==> config.mk <==
export PLATFORM = sky130hd
export DESIGN_NAME = mult_ctrl_flat
export DESIGN_NICKNAME = d
export VERILOG_FILES = /design/src/rtl/mult_ctrl_if.sv /design/src/rtl/mult_ctrl.sv /design/src/flat_wrapper.sv
export SDC_FILE = /design/constraint.sdc
export NUM_CORES = 1
export LEC_CHECK = 0
export ABC_CLOCK_PERIOD_IN_PS = 1300
export CAP_MARGIN = 20
export CORE_AREA = 4 4 41 43
export DETAILED_ROUTE_END_ITERATION = 10
export DIE_AREA = 0 0 45 47
export PLACE_DENSITY = 0.71
export SLEW_MARGIN = 20
export SYNTH_ARGS = -nofsm -noshare
export SYNTH_HDL_FRONTEND = slang
export SYNTH_SLANG_ARGS = --single-unit
==> constraint.sdc <==
create_clock -name i_clk -period 1.3 [get_ports i_clk]
set_clock_uncertainty 0.1 [all_clocks]
set_input_delay 0.195 -clock i_clk [delete_from_list [all_inputs] [get_ports i_clk]]
set_output_delay 0.195 -clock i_clk [all_outputs]
set_load 0.01 [all_outputs]
==> src/rtl/mult_ctrl_if.sv <==
`default_nettype none
// ============================================================================
//  Module      : mult_ctrl_if
//  Description : Handshake between the add/shift multiplier controller and
//                its datapath (start request, multiplier LSB, control strobes
//                and iteration count).
//  Revision    : 1.0  initial release
// ============================================================================
interface mult_ctrl_if #(
    parameter int CW = 4
);
    logic          i_start;
    logic          i_lsb;
    logic          o_load;
    logic          o_add;
    logic          o_sub;
    logic          o_shift;
    logic          o_busy;
    logic          o_done;
    logic [CW-1:0] o_count;

    // Controller side
    modport slave (
        input  i_start, i_lsb,
        output o_load, o_add, o_sub, o_shift, o_busy, o_done, o_count
    );

    // Datapath / requester side
    modport master (
        output i_start, i_lsb,
        input  o_load, o_add, o_sub, o_shift, o_busy, o_done, o_count
    );
endinterface
`default_nettype wire

==> src/rtl/mult_ctrl.sv <==
`default_nettype none
// ============================================================================
//  Module      : mult_ctrl
//  Description : Control FSM for a shift/add multiplier. IDLE -> LOAD -> CALC
//                (DW iterations) -> DONE. Start is taken on a rising edge of
//                i_start only.
//                Optional macro SIGNED_MODE_EN: final CALC iteration subtracts
//                the multiplicand (two's-complement multiplier weight).
//  Revision    : 1.0  initial release
// ============================================================================
module mult_ctrl #(
    parameter int DW = 9,
    parameter int CW = $clog2(DW + 1)
) (
    input  logic         i_clk,
    input  logic         i_rst,
    mult_ctrl_if.slave   bus
);

    localparam logic [1:0]    C_IDLE = 2'd0;
    localparam logic [1:0]    C_LOAD = 2'd1;
    localparam logic [1:0]    C_CALC = 2'd2;
    localparam logic [1:0]    C_DONE = 2'd3;
    localparam logic [CW-1:0] C_LAST = CW'(DW - 1);

    logic [1:0]    state_q, state_d;
    logic [CW-1:0] count_q, count_d;
    logic          start_prev_q;

    logic          w_start_edge;
    logic          w_last;
    logic          w_load, w_add, w_sub, w_shift, w_busy, w_done;

    assign w_start_edge = bus.i_start & ~start_prev_q;
    assign w_last       = (count_q == C_LAST);

    // Start history; resets high so a level already present at reset
    // release is not mistaken for a new request.
    always_ff @(posedge i_clk or negedge i_rst) begin
        if (!i_rst) begin
            start_prev_q <= 1'b1;
        end else begin
            start_prev_q <= bus.i_start;
        end
    end

    // State and iteration counter registers
    always_ff @(posedge i_clk or negedge i_rst) begin
        if (!i_rst) begin
            state_q <= C_IDLE;
            count_q <= '0;
        end else begin
            state_q <= state_d;
            count_q <= count_d;
        end
    end

    // Next-state logic; edges outside IDLE are simply not looked at
    always_comb begin
        state_d = state_q;
        count_d = count_q;
        case (state_q)
            C_IDLE: begin
                if (w_start_edge) begin
                    state_d = C_LOAD;
                end
            end
            C_LOAD: begin
                count_d = '0;
                state_d = C_CALC;
            end
            C_CALC: begin
                count_d = count_q + CW'(1);
                if (w_last) begin
                    state_d = C_DONE;
                end
            end
            C_DONE: begin
                state_d = C_IDLE;
            end
            default: begin
                state_d = C_IDLE;
            end
        endcase
    end

    // Control strobes decoded from the current state
    always_comb begin
        w_load  = 1'b0;
        w_add   = 1'b0;
        w_sub   = 1'b0;
        w_shift = 1'b0;
        w_busy  = 1'b0;
        w_done  = 1'b0;
        case (state_q)
            C_LOAD: begin
                w_load = 1'b1;
                w_busy = 1'b1;
            end
            C_CALC: begin
                w_shift = 1'b1;
                w_busy  = 1'b1;
`ifdef SIGNED_MODE_EN
                // The multiplier MSB carries negative weight
                w_add = bus.i_lsb & ~w_last;
                w_sub = bus.i_lsb &  w_last;
`else
                w_add = bus.i_lsb;
                w_sub = 1'b0;
`endif
            end
            C_DONE: begin
                w_done = 1'b1;
            end
            default: begin
                w_load = 1'b0;
            end
        endcase
    end

    assign bus.o_load  = w_load;
    assign bus.o_add   = w_add;
    assign bus.o_sub   = w_sub;
    assign bus.o_shift = w_shift;
    assign bus.o_busy  = w_busy;
    assign bus.o_done  = w_done;
    assign bus.o_count = count_q;

endmodule
`default_nettype wire

==> src/flat_wrapper.sv <==
// flat-port wrapper written by rule: the top's interface ports become plain ports
module mult_ctrl_flat 
#(
    parameter int DW = 9,
    parameter int CW = $clog2(DW + 1)
)
  (i_clk, i_rst, bus_i_start, bus_i_lsb, bus_o_load, bus_o_add, bus_o_sub, bus_o_shift, bus_o_busy, bus_o_done, bus_o_count);
  mult_ctrl_if #(.CW(CW)) bus_i ();
  input  logic i_clk;
  input  logic i_rst;
  input wire logic [$bits(bus_i.i_start)-1:0] bus_i_start;
  input wire logic [$bits(bus_i.i_lsb)-1:0] bus_i_lsb;
  output wire logic [$bits(bus_i.o_load)-1:0] bus_o_load;
  output wire logic [$bits(bus_i.o_add)-1:0] bus_o_add;
  output wire logic [$bits(bus_i.o_sub)-1:0] bus_o_sub;
  output wire logic [$bits(bus_i.o_shift)-1:0] bus_o_shift;
  output wire logic [$bits(bus_i.o_busy)-1:0] bus_o_busy;
  output wire logic [$bits(bus_i.o_done)-1:0] bus_o_done;
  output wire logic [$bits(bus_i.o_count)-1:0] bus_o_count;
  assign bus_i.i_start = bus_i_start;
  assign bus_i.i_lsb = bus_i_lsb;
  assign bus_o_load = bus_i.o_load;
  assign bus_o_add = bus_i.o_add;
  assign bus_o_sub = bus_i.o_sub;
  assign bus_o_shift = bus_i.o_shift;
  assign bus_o_busy = bus_i.o_busy;
  assign bus_o_done = bus_i.o_done;
  assign bus_o_count = bus_i.o_count;
  mult_ctrl #(.DW(DW), .CW(CW)) u_core (.i_clk(i_clk), .i_rst(i_rst), .bus(bus_i));
endmodule
==> impl_metrics.py, run 1 <==
metrics = {
    "routing": {
        "routed_wl_um": 1210,
        "detailroute.via_count": 429,
        "detail_route.iter0.violations": 4,
        "vias_per_cell": 4.77,
        "drcViolationCount": 0,
        "detail_route.first_pass.iterations": 4,
        "postRouteAntennaNets": 0,
        "average_wire_length_per_cell_after_detail_routing_um": 13.5,
    },
    "logic_synthesis": {
        "yosys.cell_count.top_type": "sky130_fd_sc_hd__ha_1",
        "post_synth_edffs": 0,
        "post-synth-top-area-fraction": 0.346,
        "synth.cell_area_sq_um": 434,
        "gate_count_of_the_mapped_netlist": 40,
        "postSynthNetCount": 51,
        "yosys.cell_types.count": 21,
        "yosys.area.top_type": "sky130_fd_sc_hd__dfrtp_1",
        "synth-warning-count": 0,
        "synth_top_flop_cell": "sky130_fd_sc_hd__dfrtp_1",
        "synth-async-reset-ratio": 1.00,
        "synth-seq-cells": 7,
        "synth_area_leaders": "sky130_fd_sc_hd__dfrtp_1, sky130_fd_sc_hd__ha_1, sky130_fd_sc_hd__mux2i_1",
        "yosys-top-cells-count": "sky130_fd_sc_hd__ha_1, sky130_fd_sc_hd__dfrtp_1, sky130_fd_sc_hd__inv_1",
        "synth_sequential_area_ratio": 0.406,
        "syn-mean-instance-area_sq_um": 10.9,
    },
    "final_layout": {
        "flow.area_growth_from_synthesis_pct": 94.8,
        "finalCoreUtilization": 0.650,
        "share_of_post_route_cells_with_drive_strength_above_1": 0.613,
        "num_antenna_cells": 0,
        "layout.nets": 87,
    },
    "clock_tree": {
        "cts.root.buffer_cell": "sky130_fd_sc_hd__clkbuf_4",
        "htree_levels": 1,
        "insertion_delay_ns": 0.27,
        "clock_tree_sinks": 7,
        "path_clk_slew_ns": 0.06,
        "cts_made_buffers": 3,
        "cts_tree": "yes",
        "clock_path_buffers": 2,
    },
    "run": {
        "max_cap_viol_count": 0,
    },
    "sta": {
        "setup_viol": 10,
        "tightest_hold_margin_ns": 0.0980,
        "final_period_minus_worst_setup_slack_ns": 1.49,
        "grt_setup_unrepaired": "true",
        "final_critical_path_setup_slack_ns": -0.194,
        "hold_violations": 0,
        "report.final.slew_viol_count": 0,
        "max_freq_mhz": 669,
        "period_share": 1.15,
    },
    "grt": {
        "antenna_found_initial": 0,
        "total_grt_usage": 0.141,
        "grt_max_degree": 8,
        "grt_pass1_wl_um": 1950,
        "grt_overflow": 0,
        "grt_pass1_vias": 439,
    },
    "placement": {
        "gp_congestion": 0.716,
        "io_buffer_count": 12,
        "place_hpwl_um": 812,
    },
    "floorplan": {
        "design.core.area_sq_um": 1300,
        "chipWidth_um": 45,
        "initial_util": 0.334,
        "fp-row-count": 13,
        "die_height_um": 47,
        "dieArea_sq_um": 2120,
        "io_pins": 14,
    },
    "outcome": {
        "violations": "setup timing",
        "outcome": "complete, but fails checks",
    },
    "critical_path": {
        "slowest_delay_ns": 0.40,
        "critical_path_cell_list": "buf_6 > ha_4 > and2_4 > buf_6",
        "timing.critical_path.arrival_ns": 1.20,
        "kind_of_end_point_of_the_critical_path": "output pin",
        "criticalPathCategory": "register to output pin",
        "cp_top_delay_family": "flip-flops",
        "timing.critical_path.from_type": "register",
        "worst_ep_required_time_ns": 1.00,
        "crit_buf_inv": 2,
        "crit_path_top_delay_cell": "sky130_fd_sc_hd__dfrtp_1",
        "worstPathMaxFanout": 3,
        "cp_common_cell": "sky130_fd_sc_hd__buf_6",
    },
    "power_and_ir_drop": {
        "power.ir.vdd_worst_v": 0.00154,
        "design_power_total_mw": 2.16,
        "p_leak_nw": 0.420,
        "power.density_nw_per_um2": 2560,
    },
    "min_path": {
        "min-delay-path-class": "primary input to async pin",
    },
}
[area by class of cell]
cell class / instances / area, sq um
Clock buffer: 4 / 26.3
Fill cell: 115 / 455
Inverter: 5 / 18.8
Multi-Input combinational cell: 27 / 310
Sequential cell: 7 / 176
Tap cell: 15 / 18.8
Timing Repair Buffer: 32 / 295
[sequential cells by signal, indices dropped and copies added, names as in the netlist]
register	cells
u_core.bus.o_count	4
u_core.start_prev_q	1
u_core.state_q	2
[worst paths after layout]
kind | start | end | slack, ns | depth (start not counted)
worst max-delay path | u_core.state_q[1] | bus_o_add | -0.19 | 4
worst min-delay path | i_rst | u_core.state_q[0] | 0.1 | 1
worst max register to register | u_core.state_q[1] | u_core.bus.o_count[3] | -0.17 | 5
worst min register to register | u_core.bus.o_count[1] | u_core.bus.o_count[1] | 0.51 | 2
max in group asynchronous | i_rst | u_core.start_prev_q | 0.71 | 1
min in group i_clk | bus_i_start | u_core.start_prev_q | 0.39 | 2
[layout by cell type (no fill, tap or decap), types with 3 or more instances in the layout]
| master | n |
|---|---|
| sky130_fd_sc_hd__clkbuf_4 | 3 |
| sky130_fd_sc_hd__ha_1 | 3 |
| sky130_fd_sc_hd__mux2i_1 | 3 |
| sky130_fd_sc_hd__inv_2 | 3 |
| sky130_fd_sc_hd__ha_4 | 4 |
| sky130_fd_sc_hd__buf_6 | 12 |
| sky130_fd_sc_hd__buf_4 | 13 |
| sky130_fd_sc_hd__dfrtp_1 | 6 |
| sky130_fd_sc_hd__clkdlybuf4s50_1 | 3 |
[routing by layer]
layer	global-route usage	share of wire
met2	0.243	0.54
met4	0.0877	0.023
met5	0	0
met3	0.0613	0.059
met1	0.139	0.38
[per-stage QoR]
step	instances	setup WS [ns]	instance area, sq um	TNS (ns)
final	90	-0.194	846	-1.03
after global routing	90	-0.231	846	-1.58
after CTS	87	-0.217	806	-1.04
after detailed placement	75	-0.279	661	-1.64
after global placement	75	-0.276	661	-1.46
after floorplan	40	0.0107	462	0
[cell families (layout without fill, tap and decap cells)]
| kind of cell | after synthesis | in the layout | share of synthesized area |
|---|---|---|---|
| compound gates | 5 | 5 | 0.101 |
| flops | 7 | 7 | 0.406 |
| buf+inv | 6 | 41 | 0.0605 |
| fa+ha+maj | 7 | 7 | 0.202 |
| other cells | 1 | 1 | 0.00864 |
| simple gates | 11 | 11 | 0.153 |
| mux | 3 | 3 | 0.0692 |
[what timing repair did]
action	in CTS	in global routing
pin swaps	2	0
endpoints found under the setup margin	14	13
hold buffers	0	0
gates resized for setup	43	7
buffers inserted	8	3
[where the power goes]
part | switching [mW] | internal (mW) | total [mW]
Combinational | 0.671 | 0.938 | 1.61
Sequential | 0.0591 | 0.283 | 0.342
Clock | 0.0928 | 0.118 | 0.211
(Power assumes the default switching activity.)
==> run 2: changes to the inputs <==
--- a/config.mk
+++ b/config.mk
@@ -11,6 +11,7 @@
 export DETAILED_ROUTE_END_ITERATION = 10
 export DIE_AREA = 0 0 45 47
 export PLACE_DENSITY = 0.71
+export SKIP_LAST_GASP = 1
 export SLEW_MARGIN = 20
 export SYNTH_ARGS = -nofsm -noshare
 export SYNTH_HDL_FRONTEND = slang
==> run 2 against run 1 <==
Against the previous run:
- the run still ends with setup timing left
- wire length up 3.4%
- register-to-register slack barely moved
- global-route usage unchanged
- final cell count decreased by 1.1%
- utilization fell by 0.77 points
- flip-flop and latch count did not move
- power shrank 0.64%
- maximum frequency is 0.17% lower
- combinational power about the same
- clock power barely moved
- clock-buffer cell count did not move
- first-iteration DRC count shrank 50%
==> impl_metrics.py, run 2 (synthesis gave the netlist of run 1 again) <==
metrics = {
    "outcome": {
        "outcome": "complete, but fails checks",
        "violations": "setup timing",
    },
    "floorplan": {
        "fp-row-count": 13,
        "design.core.area_sq_um": 1300,
        "die_height_um": 47,
        "io_pins": 14,
        "dieArea_sq_um": 2120,
        "initial_util": 0.334,
        "chipWidth_um": 45,
    },
    "sta": {
        "report.final.slew_viol_count": 0,
        "max_freq_mhz": 668,
        "final_critical_path_setup_slack_ns": -0.197,
        "grt_setup_unrepaired": "true",
        "fin_tns_setup_ns": -1.11,
        "period_share": 1.15,
        "setup_viol": 10,
        "hold_violations": 0,
        "final_period_minus_worst_setup_slack_ns": 1.50,
    },
    "critical_path": {
        "timing.critical_path.arrival_ns": 1.20,
        "crit_path_top_delay_cell": "sky130_fd_sc_hd__dfrtp_1",
        "timing.critical_path.from_type": "register",
        "slowest_delay_ns": 0.40,
        "worst_ep_required_time_ns": 1.00,
        "crit_buf_inv": 2,
        "critical_path_cell_list": "buf_6 > ha_4 > and2_4 > buf_6",
        "worstPathMaxFanout": 3,
        "timing.reg2reg.worst_path_depth": 5,
        "rrSetupSlack_ns": -0.17,
        "cp_common_cell": "sky130_fd_sc_hd__buf_6",
        "r2r_end": "u_core.bus.o_count[3]",
        "rr_startpoint": "u_core.state_q[1]",
        "criticalPathCategory": "register to output pin",
        "kind_of_end_point_of_the_critical_path": "output pin",
        "cp_top_delay_family": "flip-flops",
    },
    "placement": {
        "io_buffer_count": 12,
        "place_hpwl_um": 812,
        "gp_congestion": 0.716,
        "pre_cts_slack_ns": -0.279,
    },
    "clock_tree": {
        "clock_path_buffers": 2,
        "htree_levels": 1,
        "path_clk_slew_ns": 0.06,
        "insertion_delay_ns": 0.27,
        "cts.root.buffer_cell": "sky130_fd_sc_hd__clkbuf_4",
        "cts_tree": "yes",
        "cts_made_buffers": 3,
        "clock_tree_sinks": 7,
    },
    "grt": {
        "grt_pass1_vias": 450,
        "total_grt_usage": 0.141,
        "grt_pass1_wl_um": 1940,
        "antenna_found_initial": 0,
        "grt_overflow": 0,
        "grt_max_degree": 8,
    },
    "final_layout": {
        "layout.area.seq_sq_um": 176,
        "num_antenna_cells": 0,
        "filler_cell_count": 114,
        "flow.area_growth_from_synthesis_pct": 92.5,
        "layout.nets": 86,
        "layout_common_cells": "sky130_fd_sc_hd__buf_6, sky130_fd_sc_hd__buf_4, sky130_fd_sc_hd__dfrtp_1",
        "flip_flop_count_of_the_largest_register_all_copies_and_words_added": 4,
        "multi_input_area_sq_um": 303,
        "share_of_post_route_cells_with_drive_strength_above_1": 0.568,
    },
    "run": {
        "max_cap_viol_count": 0,
    },
    "routing": {
        "average_wire_length_per_cell_after_detail_routing_um": 14.1,
        "routed_wl_um": 1250,
        "detail_route.first_pass.iterations": 2,
        "postRouteAntennaNets": 0,
        "drcViolationCount": 0,
        "detail_route.iter0.violations": 2,
        "detailroute.via_count": 429,
        "vias_per_cell": 4.82,
    },
    "power_and_ir_drop": {
        "power.ir.vdd_worst_v": 0.00153,
        "design_power_total_mw": 2.15,
        "power.density_nw_per_um2": 2570,
        "p_leak_nw": 0.414,
    },
    "min_path": {
        "min-delay-path-class": "primary input to async pin",
    },
}
## run 2: report_power, final
part,total (mW),internal [mW],switching [mW]
Combinational,1.59,0.930,0.665
Clock,0.211,0.118,0.0931
Sequential,0.342,0.283,0.0584
Total,2.15,1.33,0.816
## run 2: metal layers
metal,wire [um],track usage,vias up
met5,0,0,-
met4,55,0.117,0
met3,78,0.0728,8
met2,663,0.240,16
met1,455,0.123,203
li1,-,-,202
## run 2: area by class of cell
cell class / count / area share
clock buffer: 4 / 0.0314
inverter: 5 / 0.0225
timing repair buffer: 31 / 0.350
sequential: 7 / 0.211
tap: 15 / 0.0225
multi-input combinational: 27 / 0.362
## run 2: timing repair
item                                   CTS  global route
hold buffers                             0             0
pin swaps                                1             2
buffers inserted                         8             2
gates resized for setup                 38             9
setup endpoints to repair               14            13
endpoints found under the hold margin    0             0
gates cloned                             0             0
## run 2: worst max path at each step
stage | from | to | slack [ns] | cells after the start
detailed placement | bus_i_lsb | bus_o_add | -0.28 | 3
CTS | u_core.state_q[1] | bus_o_add | -0.22 | 4
finish | u_core.state_q[1] | bus_o_add | -0.20 | 4
global placement | bus_i_lsb | bus_o_add | -0.28 | 3
global route | u_core.state_q[1] | bus_o_add | -0.23 | 4
floorplan | u_core.state_q[1] | u_core.bus.o_count[3] | 0.01 | 5
## run 2: through the flow
step / area (sq um) / hold slack [ns] / instances / util
floorplan: 462 / -0.201 / 40 / -
detailed placement: 661 / 0.388 / 75 / 0.508
global placement: 661 / 0.379 / 75 / 0.508
CTS: 791 / 0.0993 / 87 / 0.608
finish: 836 / 0.100 / 89 / 0.642
global route: 836 / 0.101 / 89 / 0.642
